$ cat src/rtl/axil_apb_bridge_pkg.sv
// Shared types and constants for the AXI-Lite to APB4 bridge.
// Holds the bridge states, the AXI response codes and the timeout counter sizing.
package axil_apb_pkg;

  typedef enum logic [2:0] {
    IDLE,
    SETUP,
    ACCESS,
    BRESP,
    RRESP
  } bridge_state_e;

  localparam logic [1:0] RESP_OKAY   = 2'b00;
  localparam logic [1:0] RESP_SLVERR = 2'b10;

  // A disabled timeout (0 cycles) still needs a legal one-bit counter.
  function automatic int timeout_cnt_width(input int cycles);
    return (cycles < 1) ? 1 : $clog2(cycles + 1);
  endfunction

endpackage

$ cat src/rtl/axil_apb_bridge_if.sv
// Bus bundles for the bridge: an AXI4-Lite port and an APB4 port.
// Each bundle has a master view and a slave view.
interface axil_if #(
  parameter int ADDR_WIDTH = 32,
  parameter int DATA_WIDTH = 32
);
  localparam int STRB_WIDTH = DATA_WIDTH / 8;

  logic [ADDR_WIDTH-1:0] awaddr;
  logic [2:0]            awprot;
  logic                  awvalid;
  logic                  awready;
  logic [DATA_WIDTH-1:0] wdata;
  logic [STRB_WIDTH-1:0] wstrb;
  logic                  wvalid;
  logic                  wready;
  logic [1:0]            bresp;
  logic                  bvalid;
  logic                  bready;
  logic [ADDR_WIDTH-1:0] araddr;
  logic [2:0]            arprot;
  logic                  arvalid;
  logic                  arready;
  logic [DATA_WIDTH-1:0] rdata;
  logic [1:0]            rresp;
  logic                  rvalid;
  logic                  rready;

  modport master (
    output awaddr, awprot, awvalid, wdata, wstrb, wvalid, bready,
    output araddr, arprot, arvalid, rready,
    input  awready, wready, bresp, bvalid, arready, rdata, rresp, rvalid
  );

  modport slave (
    input  awaddr, awprot, awvalid, wdata, wstrb, wvalid, bready,
    input  araddr, arprot, arvalid, rready,
    output awready, wready, bresp, bvalid, arready, rdata, rresp, rvalid
  );
endinterface

interface apb_if #(
  parameter int ADDR_WIDTH = 32,
  parameter int DATA_WIDTH = 32
);
  localparam int STRB_WIDTH = DATA_WIDTH / 8;

  logic [ADDR_WIDTH-1:0] paddr;
  logic [2:0]            pprot;
  logic                  psel;
  logic                  penable;
  logic                  pwrite;
  logic [DATA_WIDTH-1:0] pwdata;
  logic [STRB_WIDTH-1:0] pstrb;
  logic                  pready;
  logic                  pslverr;
  logic [DATA_WIDTH-1:0] prdata;

  modport master (
    output paddr, pprot, psel, penable, pwrite, pwdata, pstrb,
    input  pready, pslverr, prdata
  );

  modport slave (
    input  paddr, pprot, psel, penable, pwrite, pwdata, pstrb,
    output pready, pslverr, prdata
  );
endinterface

$ cat src/rtl/axil_apb_bridge_timer.sv
// ACCESS-phase watchdog: counts stalled ACCESS cycles and flags the cycle
// in which the TIMEOUT_CYCLES-th stall occurs. TIMEOUT_CYCLES = 0 never expires.
module apb_timeout_timer
  import axil_apb_pkg::*;
#(
  parameter int TIMEOUT_CYCLES = 255
) (
  input  logic clk,
  input  logic rst,
  input  logic clear,
  input  logic enable,
  output logic expired
);

  localparam int CNT_W = timeout_cnt_width(TIMEOUT_CYCLES);
  localparam int LAST  = (TIMEOUT_CYCLES > 0) ? TIMEOUT_CYCLES - 1 : 0;
  localparam logic [CNT_W-1:0] LAST_CNT = CNT_W'(LAST);

  logic [CNT_W-1:0] count;

  // Saturates so a disabled or already-fired timer can never wrap.
  always_ff @(posedge clk or negedge rst) begin
    if (!rst) begin
      count <= '0;
    end else if (clear) begin
      count <= '0;
    end else if (enable && (count != LAST_CNT)) begin
      count <= count + CNT_W'(1);
    end
  end

  assign expired = (TIMEOUT_CYCLES != 0) && enable && (count == LAST_CNT);

endmodule

$ cat src/rtl/axil_apb_bridge.sv
// AXI4-Lite slave to APB4 master bridge: one transaction in flight, round-robin
// between reads and writes, with an ACCESS-phase timeout for hung peripherals.
module axil_apb_bridge
  import axil_apb_pkg::*;
#(
  parameter int ADDR_WIDTH     = 32,
  parameter int DATA_WIDTH     = 32,
  parameter int STRB_WIDTH     = DATA_WIDTH / 8,
  parameter int TIMEOUT_CYCLES = 255
) (
  input logic   clk,
  input logic   rst,
  axil_if.slave s_axil,
  apb_if.master m_apb
);

  bridge_state_e state, state_next;

  logic                  prefer_read;
  logic                  write_ok, read_ok;
  logic                  grant_write, grant_read;
  logic                  timer_clear, timer_enable, timer_expired;
  logic [ADDR_WIDTH-1:0] paddr_q;
  logic [2:0]            pprot_q;
  logic                  pwrite_q;
  logic [DATA_WIDTH-1:0] pwdata_q;
  logic [STRB_WIDTH-1:0] pstrb_q;
  logic [DATA_WIDTH-1:0] rdata_q;
  logic [1:0]            resp_q;

  assign write_ok = s_axil.awvalid && s_axil.wvalid;
  assign read_ok  = s_axil.arvalid;

  // Grants are only given in IDLE; on contention the class not served last wins.
  always_comb begin
    state_next  = state;
    grant_write = 1'b0;
    grant_read  = 1'b0;
    case (state)
      IDLE: begin
        if (write_ok && read_ok) begin
          grant_write = !prefer_read;
          grant_read  = prefer_read;
        end else begin
          grant_write = write_ok;
          grant_read  = read_ok;
        end
        if (write_ok || read_ok) state_next = SETUP;
      end
      SETUP:   state_next = ACCESS;
      ACCESS: begin
        if (m_apb.pready || timer_expired) state_next = pwrite_q ? BRESP : RRESP;
      end
      BRESP:   if (s_axil.bready) state_next = IDLE;
      RRESP:   if (s_axil.rready) state_next = IDLE;
      default: state_next = IDLE;
    endcase
  end

  always_ff @(posedge clk or negedge rst) begin
    if (!rst) state <= IDLE;
    else      state <= state_next;
  end

  always_ff @(posedge clk or negedge rst) begin
    if (!rst)             prefer_read <= 1'b0;
    else if (grant_write) prefer_read <= 1'b1;
    else if (grant_read)  prefer_read <= 1'b0;
  end

  // Request fields are frozen at grant so they stay stable through ACCESS.
  always_ff @(posedge clk or negedge rst) begin
    if (!rst) begin
      paddr_q  <= '0;
      pprot_q  <= '0;
      pwrite_q <= 1'b0;
      pwdata_q <= '0;
      pstrb_q  <= '0;
    end else if (grant_write) begin
      paddr_q  <= {s_axil.awaddr[ADDR_WIDTH-1:2], 2'b00};
      pprot_q  <= s_axil.awprot;
      pwrite_q <= 1'b1;
      pwdata_q <= s_axil.wdata;
      pstrb_q  <= s_axil.wstrb;
    end else if (grant_read) begin
      paddr_q  <= {s_axil.araddr[ADDR_WIDTH-1:2], 2'b00};
      pprot_q  <= s_axil.arprot;
      pwrite_q <= 1'b0;
      pstrb_q  <= '0;
    end
  end

  // A real completion takes priority over a timeout firing in the same cycle.
  always_ff @(posedge clk or negedge rst) begin
    if (!rst) begin
      resp_q  <= RESP_OKAY;
      rdata_q <= '0;
    end else if ((state == ACCESS) && m_apb.pready) begin
      resp_q <= m_apb.pslverr ? RESP_SLVERR : RESP_OKAY;
      if (!pwrite_q) rdata_q <= m_apb.prdata;
    end else if (timer_expired) begin
      resp_q <= RESP_SLVERR;
      if (!pwrite_q) rdata_q <= '0;
    end
  end

  assign timer_clear  = (state == SETUP);
  assign timer_enable = (state == ACCESS) && !m_apb.pready;

  apb_timeout_timer #(
    .TIMEOUT_CYCLES(TIMEOUT_CYCLES)
  ) u_timer (
    .clk    (clk),
    .rst    (rst),
    .clear  (timer_clear),
    .enable (timer_enable),
    .expired(timer_expired)
  );

  assign s_axil.awready = grant_write;
  assign s_axil.wready  = grant_write;
  assign s_axil.arready = grant_read;
  assign s_axil.bvalid  = (state == BRESP);
  assign s_axil.rvalid  = (state == RRESP);
  assign s_axil.bresp   = resp_q;
  assign s_axil.rresp   = resp_q;
  assign s_axil.rdata   = rdata_q;

  assign m_apb.psel    = (state == SETUP) || (state == ACCESS);
  assign m_apb.penable = (state == ACCESS);
  assign m_apb.paddr   = paddr_q;
  assign m_apb.pprot   = pprot_q;
  assign m_apb.pwrite  = pwrite_q;
  assign m_apb.pwdata  = pwdata_q;
  assign m_apb.pstrb   = pstrb_q;

endmodule

$ cat src/flat_wrapper.sv
// flat-port wrapper written by rule: the top's interface ports become plain ports
module axil_apb_bridge_flat import axil_apb_pkg::*;
#(
  parameter int ADDR_WIDTH     = 32,
  parameter int DATA_WIDTH     = 32,
  parameter int STRB_WIDTH     = DATA_WIDTH / 8,
  parameter int TIMEOUT_CYCLES = 255
)
  (clk, rst, s_axil_awaddr, s_axil_awprot, s_axil_awvalid, s_axil_wdata, s_axil_wstrb, s_axil_wvalid, s_axil_bready, s_axil_araddr, s_axil_arprot, s_axil_arvalid, s_axil_rready, s_axil_awready, s_axil_wready, s_axil_bresp, s_axil_bvalid, s_axil_arready, s_axil_rdata, s_axil_rresp, s_axil_rvalid, m_apb_paddr, m_apb_pprot, m_apb_psel, m_apb_penable, m_apb_pwrite, m_apb_pwdata, m_apb_pstrb, m_apb_pready, m_apb_pslverr, m_apb_prdata);
  axil_if #(.ADDR_WIDTH(ADDR_WIDTH), .DATA_WIDTH(DATA_WIDTH)) s_axil_i ();
  apb_if #(.ADDR_WIDTH(ADDR_WIDTH), .DATA_WIDTH(DATA_WIDTH)) m_apb_i ();
  input logic clk;
  input logic rst;
  input wire logic [$bits(s_axil_i.awaddr)-1:0] s_axil_awaddr;
  input wire logic [$bits(s_axil_i.awprot)-1:0] s_axil_awprot;
  input wire logic [$bits(s_axil_i.awvalid)-1:0] s_axil_awvalid;
  input wire logic [$bits(s_axil_i.wdata)-1:0] s_axil_wdata;
  input wire logic [$bits(s_axil_i.wstrb)-1:0] s_axil_wstrb;
  input wire logic [$bits(s_axil_i.wvalid)-1:0] s_axil_wvalid;
  input wire logic [$bits(s_axil_i.bready)-1:0] s_axil_bready;
  input wire logic [$bits(s_axil_i.araddr)-1:0] s_axil_araddr;
  input wire logic [$bits(s_axil_i.arprot)-1:0] s_axil_arprot;
  input wire logic [$bits(s_axil_i.arvalid)-1:0] s_axil_arvalid;
  input wire logic [$bits(s_axil_i.rready)-1:0] s_axil_rready;
  output wire logic [$bits(s_axil_i.awready)-1:0] s_axil_awready;
  output wire logic [$bits(s_axil_i.wready)-1:0] s_axil_wready;
  output wire logic [$bits(s_axil_i.bresp)-1:0] s_axil_bresp;
  output wire logic [$bits(s_axil_i.bvalid)-1:0] s_axil_bvalid;
  output wire logic [$bits(s_axil_i.arready)-1:0] s_axil_arready;
  output wire logic [$bits(s_axil_i.rdata)-1:0] s_axil_rdata;
  output wire logic [$bits(s_axil_i.rresp)-1:0] s_axil_rresp;
  output wire logic [$bits(s_axil_i.rvalid)-1:0] s_axil_rvalid;
  output wire logic [$bits(m_apb_i.paddr)-1:0] m_apb_paddr;
  output wire logic [$bits(m_apb_i.pprot)-1:0] m_apb_pprot;
  output wire logic [$bits(m_apb_i.psel)-1:0] m_apb_psel;
  output wire logic [$bits(m_apb_i.penable)-1:0] m_apb_penable;
  output wire logic [$bits(m_apb_i.pwrite)-1:0] m_apb_pwrite;
  output wire logic [$bits(m_apb_i.pwdata)-1:0] m_apb_pwdata;
  output wire logic [$bits(m_apb_i.pstrb)-1:0] m_apb_pstrb;
  input wire logic [$bits(m_apb_i.pready)-1:0] m_apb_pready;
  input wire logic [$bits(m_apb_i.pslverr)-1:0] m_apb_pslverr;
  input wire logic [$bits(m_apb_i.prdata)-1:0] m_apb_prdata;
  assign s_axil_i.awaddr = s_axil_awaddr;
  assign s_axil_i.awprot = s_axil_awprot;
  assign s_axil_i.awvalid = s_axil_awvalid;
  assign s_axil_i.wdata = s_axil_wdata;
  assign s_axil_i.wstrb = s_axil_wstrb;
  assign s_axil_i.wvalid = s_axil_wvalid;
  assign s_axil_i.bready = s_axil_bready;
  assign s_axil_i.araddr = s_axil_araddr;
  assign s_axil_i.arprot = s_axil_arprot;
  assign s_axil_i.arvalid = s_axil_arvalid;
  assign s_axil_i.rready = s_axil_rready;
  assign s_axil_awready = s_axil_i.awready;
  assign s_axil_wready = s_axil_i.wready;
  assign s_axil_bresp = s_axil_i.bresp;
  assign s_axil_bvalid = s_axil_i.bvalid;
  assign s_axil_arready = s_axil_i.arready;
  assign s_axil_rdata = s_axil_i.rdata;
  assign s_axil_rresp = s_axil_i.rresp;
  assign s_axil_rvalid = s_axil_i.rvalid;
  assign m_apb_paddr = m_apb_i.paddr;
  assign m_apb_pprot = m_apb_i.pprot;
  assign m_apb_psel = m_apb_i.psel;
  assign m_apb_penable = m_apb_i.penable;
  assign m_apb_pwrite = m_apb_i.pwrite;
  assign m_apb_pwdata = m_apb_i.pwdata;
  assign m_apb_pstrb = m_apb_i.pstrb;
  assign m_apb_i.pready = m_apb_pready;
  assign m_apb_i.pslverr = m_apb_pslverr;
  assign m_apb_i.prdata = m_apb_prdata;
  axil_apb_bridge #(.ADDR_WIDTH(ADDR_WIDTH), .DATA_WIDTH(DATA_WIDTH), .STRB_WIDTH(STRB_WIDTH), .TIMEOUT_CYCLES(TIMEOUT_CYCLES)) u_core (.clk(clk), .rst(rst), .s_axil(s_axil_i), .m_apb(m_apb_i));
endmodule
$ cat config.mk
export PLATFORM = sky130hd
export DESIGN_NAME = axil_apb_bridge_flat
export DESIGN_NICKNAME = d
export VERILOG_FILES = /design/src/rtl/axil_apb_bridge_pkg.sv /design/src/rtl/axil_apb_bridge_if.sv /design/src/rtl/axil_apb_bridge_timer.sv /design/src/rtl/axil_apb_bridge.sv /design/src/flat_wrapper.sv
export SDC_FILE = /design/constraint.sdc
export NUM_CORES = 1
export LEC_CHECK = 0
export CELL_PAD_IN_SITES_DETAIL_PLACEMENT = 2
export CELL_PAD_IN_SITES_GLOBAL_PLACEMENT = 2
export CORE_ASPECT_RATIO = 0.6
export CORE_MARGIN = 10
export CORE_UTILIZATION = 20
export DETAILED_ROUTE_END_ITERATION = 8
export GPL_TIMING_DRIVEN = 0
export PLACE_DENSITY_LB_ADDON = 0.12
export SYNTH_ARGS = -nofsm -noshare
export SYNTH_HDL_FRONTEND = slang
export SYNTH_HIERARCHICAL = 1
export SYNTH_SLANG_ARGS = --single-unit
$ cat constraint.sdc
create_clock -name clk -period 2.14 [get_ports clk]
set_input_delay 0.428 -clock clk [delete_from_list [all_inputs] [get_ports clk]]
set_output_delay 0.428 -clock clk [all_outputs]
set_load 0.05 [all_outputs]
## After elaboration in Yosys (flattened, before gate mapping)

Index checks and enable logic that the tools add are counted.

| word-level totals | value |
|---|---|
| RAM bits | 0 |
| register bits | 117 |
| latch bits | 0 |
| memories kept | 0 |
| bits in read-only memories | 0 |
| input bits | 147 |
| output and inout port bits | 115 |
| logic and storage cells | 65 |

| cells by class | value |
|---|---|
| magnitude comparators | 0 |
| reductions and logical operators | 17 |
| equal/unequal tests | 10 |
| add/subtract/negate cells | 1 |
| shift-type cells | 0 |
| muxes and demuxes | 27 |
| bitwise gates (word level) | 1 |
| div/mod/pow operators | 0 |
| $mul | 0 |

Operators by type and width:

| operator | count |
|---|---|
| 32-bit two-way mux | 6 |
| 3-bit two-way mux | 7 |
| 8-bit two-way mux | 2 |
| 3-bit one-hot mux with 5 select lines | 1 |
| 8-bit by 1-bit adder with 8-bit output, second input constant | 1 |
| 8-bit == test, second input constant | 1 |
| 4-bit two-way mux | 2 |
| 8-bit != test, second input constant | 1 |
| 3-bit by 2-bit == test with 1-bit output, second input constant | 2 |
| 1-bit logical AND | 6 |
| 1-bit two-way mux | 6 |
| 2-bit two-way mux | 3 |
| 2-bit nonzero test | 3 |
| 2-bit by 1-bit != test with 1-bit output, second input constant | 2 |
| 2-bit != test, second input constant | 2 |
| 4-bit AND reduction | 1 |
| 3-bit by 1-bit == test with 1-bit output, second input constant | 1 |
| 3-bit == test, second input constant | 1 |
| 3-bit logical NOT | 1 |
| 1-bit logical OR | 3 |
| 1-bit logical NOT | 2 |
| 2-bit AND reduction | 1 |
| 1-bit NOT | 1 |

## Logic depth before layout (Yosys ltp)

Gate-level depths: netlist of the first run.

| depth | value |
|---|---|
| depth after elaboration | 6 |
| depth in mapped cells | 10 |
| gate-level depth less buffers | 8 |

## By module

The synthesis of the first run kept the hierarchy.

Modules (own cells, without submodules):

| module | sequential area each (µm²) | times used | cells each | area each (µm²) |
|---|---|---|---|---|
| axil_apb_bridge | 2652.5 | 1 | 448 | 4339.2 |
| apb_timeout_timer | 200.2 | 1 | 54 | 553.0 |

## Worst setup path before layout of the first run

Ideal clock, no wire load.

| timing | value |
|---|---|
| path type | register -> output |
| start | register u_core.state[0] |
| end | output s_axil_wready |
| arrival time | 2092 ps |
| path slack | -380 ps |
| buffers on the path | 3 |
| data required time | 1712 ps |
| cell stages (with the launch flop) | 7 |
| cell sequence | dfrtp_1 clkbuf_1 nor3_1 nand4_1 inv_2 clkbuf_1 buf_4 |

| between the ends | value |
|---|---|
| longest elaborated chain between the ends | 2 |

Ends and longest elaborated chain:

| what | line | source |
|---|---|---|
| start: declaration | axil_apb_bridge.sv:17 | `bridge_state_e state, state_next;` |
| start signal: assignment | axil_apb_bridge.sv:62 | `else state <= state_next;` |
| 3-bit logical NOT | axil_apb_bridge.sv:39 | `case (state)` |
| 1-bit two-way mux | axil_apb_bridge.sv:39 |  |
| end: declaration | flat_wrapper.sv:26 | `output wire logic [$bits(s_axil_i.wready)-1:0] s_axil_wready;` |

Every way passes these cells.

## Final worst setup path of the first run

Ends and elaborated chain as after synthesis.

==> results of run 1 <==
-- state kept, by name, indices dropped and copies added, names as in the netlist --
signal and count:
u_core/m_apb.paddr 30, u_core/m_apb.pstrb 4, u_core/m_apb.pwdata 32, u_core/s_axil.bresp 1, u_core/state 3, u_core/m_apb.pwrite 1, u_core/m_apb.pprot 3, u_core/u_timer/count 8
u_core/s_axil.rdata 32
-- routing by layer --
| layer | share of wire (%) | routed length (um) | vias to the layer above |
|---|---|---|---|
| met3 | 7.3 | 1770 | 20 |
| met1 | 45 | 10800 | 2492 |
| met4 | 1.0 | 249 | 0 |
| li1 | - | - | 2308 |
| met2 | 47 | 11300 | 134 |
| met5 | 0 | 0 | - |
-- through the flow --
stage / cell area, um2 / util (%) / instances
after global placement: 7860 / 32.6 / 1080
after floorplan: 4920 / - / 505
after global routing: 9100 / 37.7 / 1148
final: 9100 / 37.7 / 1148
after CTS: 8990 / 37.3 / 1141
after detailed placement: 7880 / 32.7 / 1081
-- logic make-up after synthesis --
family | Yosys count | synth area share, %
adders and majority gates | 2 | 0.511
and+or+nand+nor | 245 | 20.6
muxes | 5 | 1.46
other | 1 | 0.0767
DFF | 114 | 58.3
AOI/OAI and AO/OA | 90 | 14.0
buffers and inverters | 45 | 5.09
-- power by group --
part	switching (mW)	internal (mW)
Sequential	0.590	3.13
Clock	1.06	2.27
Combinational	5.72	3.21
-- final cells by class --
cell class,count,area [um2],share of cell area (%)
timing repair buffer,292,2960,32.6
sequential,114,2860,31.4
clock buffer,21,470,5.17
clock inverter,11,205,2.25
tap,322,403,4.43
multi-input combinational,346,1900,20.9
antenna,2,5.00,0.0550
buffer,35,267,2.93
inverter,5,28.8,0.316
-- critical path, stage by stage (launching register included) --
cell and delay, ps:
dfrtp_2 430, buf_12 140, nor3_4 180, nand4_1 130
buf_6 150, inv_8 60, clkbuf_16 130, buf_6 90
buf_8 130
-- what timing repair did --
item,4_1_cts,5_1_grt
gates cloned,3,0
hold endpoints to repair,25,0
buffers inserted,26,8
hold buffers,1,0
endpoints found under the setup margin,114,83
pin swaps,21,26
gates resized for setup,89,37
-- cell usage after synthesis, types with 2 or more instances --
cell / number
and3_1: 3
clkbuf_1: 18
and2_1: 2
inv_1: 2
inv_2: 3
dfrtp_1: 114
a22o_1: 36
a31oi_1: 35
buf_6: 6
nor3_1: 2
nor2b_1: 5
nor2_1: 47
buf_2: 10
buf_4: 6
mux2_4: 4
a21oi_2: 3
a21oi_1: 5
nand2_1: 170
o21ai_0: 2
a211oi_1: 2
nand3_1: 2
ha_1: 2
nand4_1: 3
-- path summary, 6_finish.rpt --
kind	from	endpoint	cells past startpoint
setup reg to reg	u_core/u_timer/count[4]$_DFFE_PN0P_	u_core/state[1]$_DFFE_PN0P_	7
min in group clk	u_core/m_apb.pwdata[1]$_DFFE_PN0P_	u_core/m_apb.pwdata[1]$_DFFE_PN0P_	2
hold reg to reg	u_core/m_apb.pwdata[1]$_DFFE_PN0P_	u_core/m_apb.pwdata[1]$_DFFE_PN0P_	2
hold / removal	rst	u_core/s_axil.rdata[4]$_DFFE_PN0P_	2
max in group asynchronous	rst	u_core/m_apb.pwdata[15]$_DFFE_PN0P_	3
setup / recovery	u_core/state[0]$_DFFE_PN0P_	s_axil_wready	8
==> results.json, run 1 <==
{
  "status": "finished with violations",
  "violations": "negative setup slack",
  "ys_warn_count": 6,
  "synth_seq_cells": 114,
  "period_share_pct": 108,
  "final_common_cell": "clkdlybuf4s50_1",
  "vias": 4954,
  "grt_max_degree": 90,
  "nNetsFinal": 960,
  "tightestPinTransition_ps": 593,
  "die_w_um": 222,
  "cp-start-kind": "flip-flop",
  "numCtsBuffers": 17,
  "use_met3_pct": 6.30,
  "cts-htree-levels": 4,
  "synth_cell_types": 43,
  "max-cap-violations": 0,
  "final_cell_mix": "clkdlybuf4s50_1, nand2_1, dfrtp_1",
  "dpl.hpwl_um": 17900,
  "fin_hold_ws_ps": 446,
  "finalPower_mw": 16.0,
  "syn_inst": 502,
  "cts_root_buf": "clkbuf_16",
  "drt-pass1-iter-count": 4,
  "vdd_drop_max_mv": 0.543,
  "worstSkewPairLatency_ps": 430,
  "met1_usage_pct": 18.5,
  "clk_pin_slew_worst_paths_ps": 60,
  "path_max_fanout": 4,
  "grtUsageMet2_pct": 24.2,
  "crit_arrival_ps": 1880,
  "start_util_pct": 20.3,
  "crit_type": "flip-flop to output port",
  "ys.flop_type": "dfrtp_1",
  "routedWlPerCell_um": 21.0,
  "die_y_um": 141,
  "report.final.hold_viol_count": 0,
  "io_buffers": 253,
  "clock_path_buffers": 2,
  "setup_violations": 4,
  "p_per_area_nw_per_um2": 1750,
  "max_freq_ghz": 0.433,
  "synthesis.area_um2": 4890,
  "viasPerCell": 4.32,
  "syn_area_per_cell_um2": 9.75,
  "fp.coreArea_um2": 24100,
  "crit_path_end_kind": "output port",
  "synthArstFlopShare_pct": 100,
  "power.leakage_nw": 4.09,
  "antenna_found_initial": 2,
  "numClockSinks": 114,
  "hp-class": "input pin to async pin",
  "rows": 44,
  "fin_crit_ps": 2310,
  "gp_congestion": 0.767,
  "required_ps": 1710,
  "setup_tns_ps": -312,
  "ys_seq_area_share_pct": 58.3,
  "setup_slack_ps": -172,
  "num-fill-cells": 2615,
  "rsz0062_at_grt": "yes",
  "relSlewSlack_pct": 60.4,
  "pin_count": 262,
  "fin_worst_skew_ps": 6.85,
  "drc": 0,
  "drive_gt1_share_pct": 17.4,
  "grt_overflow": 0,
  "synth_edf_count": 0,
  "routed_wl_um": 24200,
  "slew_violations": 0,
  "grt_pass1_wl_um": 36500,
  "synth_area_leaders": "dfrtp_1, nand2_1, a22o_1",
  "ant_nets": 0,
  "reg2reg_slack_ps": -10,
  "synth_top_cell_area_share_pct": 58.3,
  "grt_pass1_vias": 5730,
  "grt_usage_pct": 15.3,
  "area.growth.synth_to_final_pct": 86.0,
  "drtIter0Drc": 158,
  "dp_slack_ps": -1210,
  "cts_tree": "built",
  "die_area_um2": 31300,
  "grt.busiest_layer": "met2",
  "yosysTopAreaCell": "dfrtp_1"
}
(Power assumes the default switching activity.)
==> run 2, diff against run 1 <==
--- a/config.mk
+++ b/config.mk
@@ -5,6 +5,7 @@
 export SDC_FILE = /design/constraint.sdc
 export NUM_CORES = 1
 export LEC_CHECK = 0
+export CAP_MARGIN = 25
 export CELL_PAD_IN_SITES_DETAIL_PLACEMENT = 2
 export CELL_PAD_IN_SITES_GLOBAL_PLACEMENT = 2
 export CORE_ASPECT_RATIO = 0.6
@@ -13,6 +14,7 @@
 export DETAILED_ROUTE_END_ITERATION = 8
 export GPL_TIMING_DRIVEN = 0
 export PLACE_DENSITY_LB_ADDON = 0.12
+export SETUP_SLACK_MARGIN = 0.3
 export SYNTH_ARGS = -nofsm -noshare
 export SYNTH_HDL_FRONTEND = slang
 export SYNTH_HIERARCHICAL = 1
==> results.json, run 2 (same netlist as run 1, synthesis figures left out) <==
{
  "worstSkewPairLatency_ps": 420,
  "die_y_um": 141,
  "relSlewSlack_pct": 60.9,
  "grt_max_degree": 72,
  "cp-start-kind": "flip-flop",
  "rows": 44,
  "p_int_mw": 7.88,
  "start_util_pct": 20.3,
  "drt-pass1-iter-count": 4,
  "power.leakage_nw": 4.36,
  "grt_pass1_vias": 5750,
  "viasPerCell": 4.34,
  "fp.coreArea_um2": 24100,
  "fin_crit_ps": 2350,
  "max-cap-violations": 0,
  "grt_pass1_wl_um": 37100,
  "r2r_start": "u_core/u_timer/count[1]$_DFFE_PN0P_",
  "crit_arrival_ps": 2640,
  "cts_tree": "built",
  "cts-htree-levels": 4,
  "status": "finished with violations",
  "die_w_um": 222,
  "antenna_found_initial": 3,
  "clk_pin_slew_worst_paths_ps": 60,
  "crit_type": "flip-flop to flip-flop",
  "worstHoldStart": "u_core/m_apb.pwdata[1]$_DFFE_PN0P_",
  "whs_endpoint": "u_core/m_apb.pwdata[1]$_DFFE_PN0P_",
  "numCtsBuffers": 17,
  "io_buffers": 253,
  "numClockSinks": 114,
  "final_common_cell": "nand2_1",
  "max_stage_delay_ps": 550,
  "hold_depth": 2,
  "path_max_fanout": 3,
  "vias": 5030,
  "setup_tns_ps": -4150,
  "drc": 0,
  "clock_path_buffers": 2,
  "setup_violations": 35,
  "max_freq_ghz": 0.426,
  "final_cell_mix": "nand2_1, clkdlybuf4s50_1, dfrtp_1",
  "routedWlPerCell_um": 21.6,
  "crit_chain": "ha_4, and3_4, buf_6, and3_4, buf_6, or4b_4, a21oi_4, a211oi_2, mux2_2",
  "die_area_um2": 31300,
  "fin_hold_ws_ps": 475,
  "violations": "negative setup slack",
  "reg2reg_slack_ps": -210,
  "rr_endpoint": "u_core/state[1]$_DFFE_PN0P_",
  "fin_worst_skew_ps": 6.88,
  "drive_gt1_share_pct": 20.1,
  "rsz0062_at_grt": "yes",
  "cts_root_buf": "clkbuf_16",
  "grt_usage_pct": 15.5,
  "slew_violations": 0,
  "ant_nets": 0,
  "crit_path_top_delay_cell": "or4b_4",
  "dpl.hpwl_um": 18300,
  "area.growth.synth_to_final_pct": 90.2,
  "required_ps": 2440,
  "crit_path_end_kind": "flip-flop",
  "tightestPinTransition_ps": 589,
  "nNetsFinal": 973,
  "p_switching_mw": 7.44,
  "power_frac_comb_pct": 57.1,
  "routed_wl_um": 25000,
  "gp_congestion": 0.761,
  "reg2reg_depth": 9,
  "grt_overflow": 0,
  "p_sw_share_pct": 48.5,
  "clkPwrFrac_pct": 18.9,
  "report.final.hold_viol_count": 0,
  "drtIter0Drc": 172,
  "setup_slack_ps": -206,
  "period_share_pct": 110,
  "p_per_area_nw_per_um2": 1650,
  "hp-class": "flip-flop to flip-flop",
  "p_seq_share_pct": 24.0,
  "vdd_drop_max_mv": 0.574,
  "pin_count": 262
}
## run 2: cell count changes in the layout (fill, tap and decap cells not counted), moves of 7 or more
cell,before,now
clkdlybuf4s50_1,239,141
dlygate4sd2_1,2,97
clkbuf_2,10,3
buf_8,5,14
buf_6,9,21
## run 2: worst max path at each step
stage                                                    from                                   to  slack (ps)  cells past startpoint
after floorplan           u_core/u_timer/count[0]$_DFFE_PN0P_          u_core/state[1]$_DFFE_PN0P_         -60                      9
after global placement                                    rst  u_core/m_apb.pwdata[31]$_DFFE_PN0P_       -4230                      1
after detailed placement          u_core/state[2]$_DFFE_PN0P_                        s_axil_wready       -1080                      7
after CTS                         u_core/state[2]$_DFFE_PN0P_                        s_axil_wready        -190                      7
after global routing              u_core/state[0]$_DFFE_PN0P_                        s_axil_wready        -290                      7
final                     u_core/u_timer/count[1]$_DFFE_PN0P_          u_core/state[1]$_DFFE_PN0P_        -210                      9
## run 2: worst max-delay path, delay by kind of cell, from the launching register on
kind                       cells  cell delay, ps
AOI/OAI and AO/OA              2             230
adders and majority gates      1             170
buffers and inverters          2             220
DFF                            1             430
muxes                          1             290
and+or+nand+nor                3             870
## run 2: power by group through the flow
stage / Sequential [mW] / Combinational (mW) / Clock (mW)
CTS: 3.68 / 8.40 / 2.99
detailed placement: 3.76 / 8.41 / 0
floorplan: 6.81 / 2.02 / 0
finish: 3.67 / 8.75 / 2.89
global route: 3.82 / 9.26 / 3.11
global placement: 3.71 / 8.22 / 0
## run 2: per-layer routing
| layer | vias up | routed length, um | track usage (%) |
|---|---|---|---|
| met2 | 145 | 12000 | 25.2 |
| met1 | 2533 | 10700 | 18.1 |
| li1 | 2331 | - | - |
| met3 | 19 | 1960 | 6.98 |
| met4 | 2 | 361 | 4.10 |
| met5 | - | 18 | 0 |
## run 2: cell type report
| cell class | instances | area (um2) |
|---|---|---|
| buffer | 40 | 459 |
| multi-input combinational | 346 | 1990 |
| timing repair buffer | 300 | 2980 |
| tap | 322 | 403 |
| clock buffer | 24 | 512 |
| fill | 2588 | 14800 |
| clock inverter | 5 | 75.1 |
| antenna | 2 | 5.00 |
| inverter | 5 | 26.3 |
| sequential | 114 | 2860 |
## run 2: metrics by stage
stage	instances	util (%)	total power, mW	setup WS (ps)	instance area (um2)
2_1_floorplan	505	-	8.83	-64.0	4940
3_3_place_gp	1080	32.7	11.9	-4230	7870
3_5_place_dp	1081	32.8	12.2	-1080	7900
4_1_cts	1135	37.0	15.1	-192	8910
5_1_grt	1157	38.6	16.2	-294	9300
6_report	1158	38.6	15.3	-206	9300
## run 2: repair_timing
action,4_1_cts,5_1_grt
endpoints found under the setup margin,223,122
hold buffers,1,0
hold endpoints to repair,43,0
buffers inserted,21,19
resized for setup,240,61
pin swaps,13,21
cloned,3,2
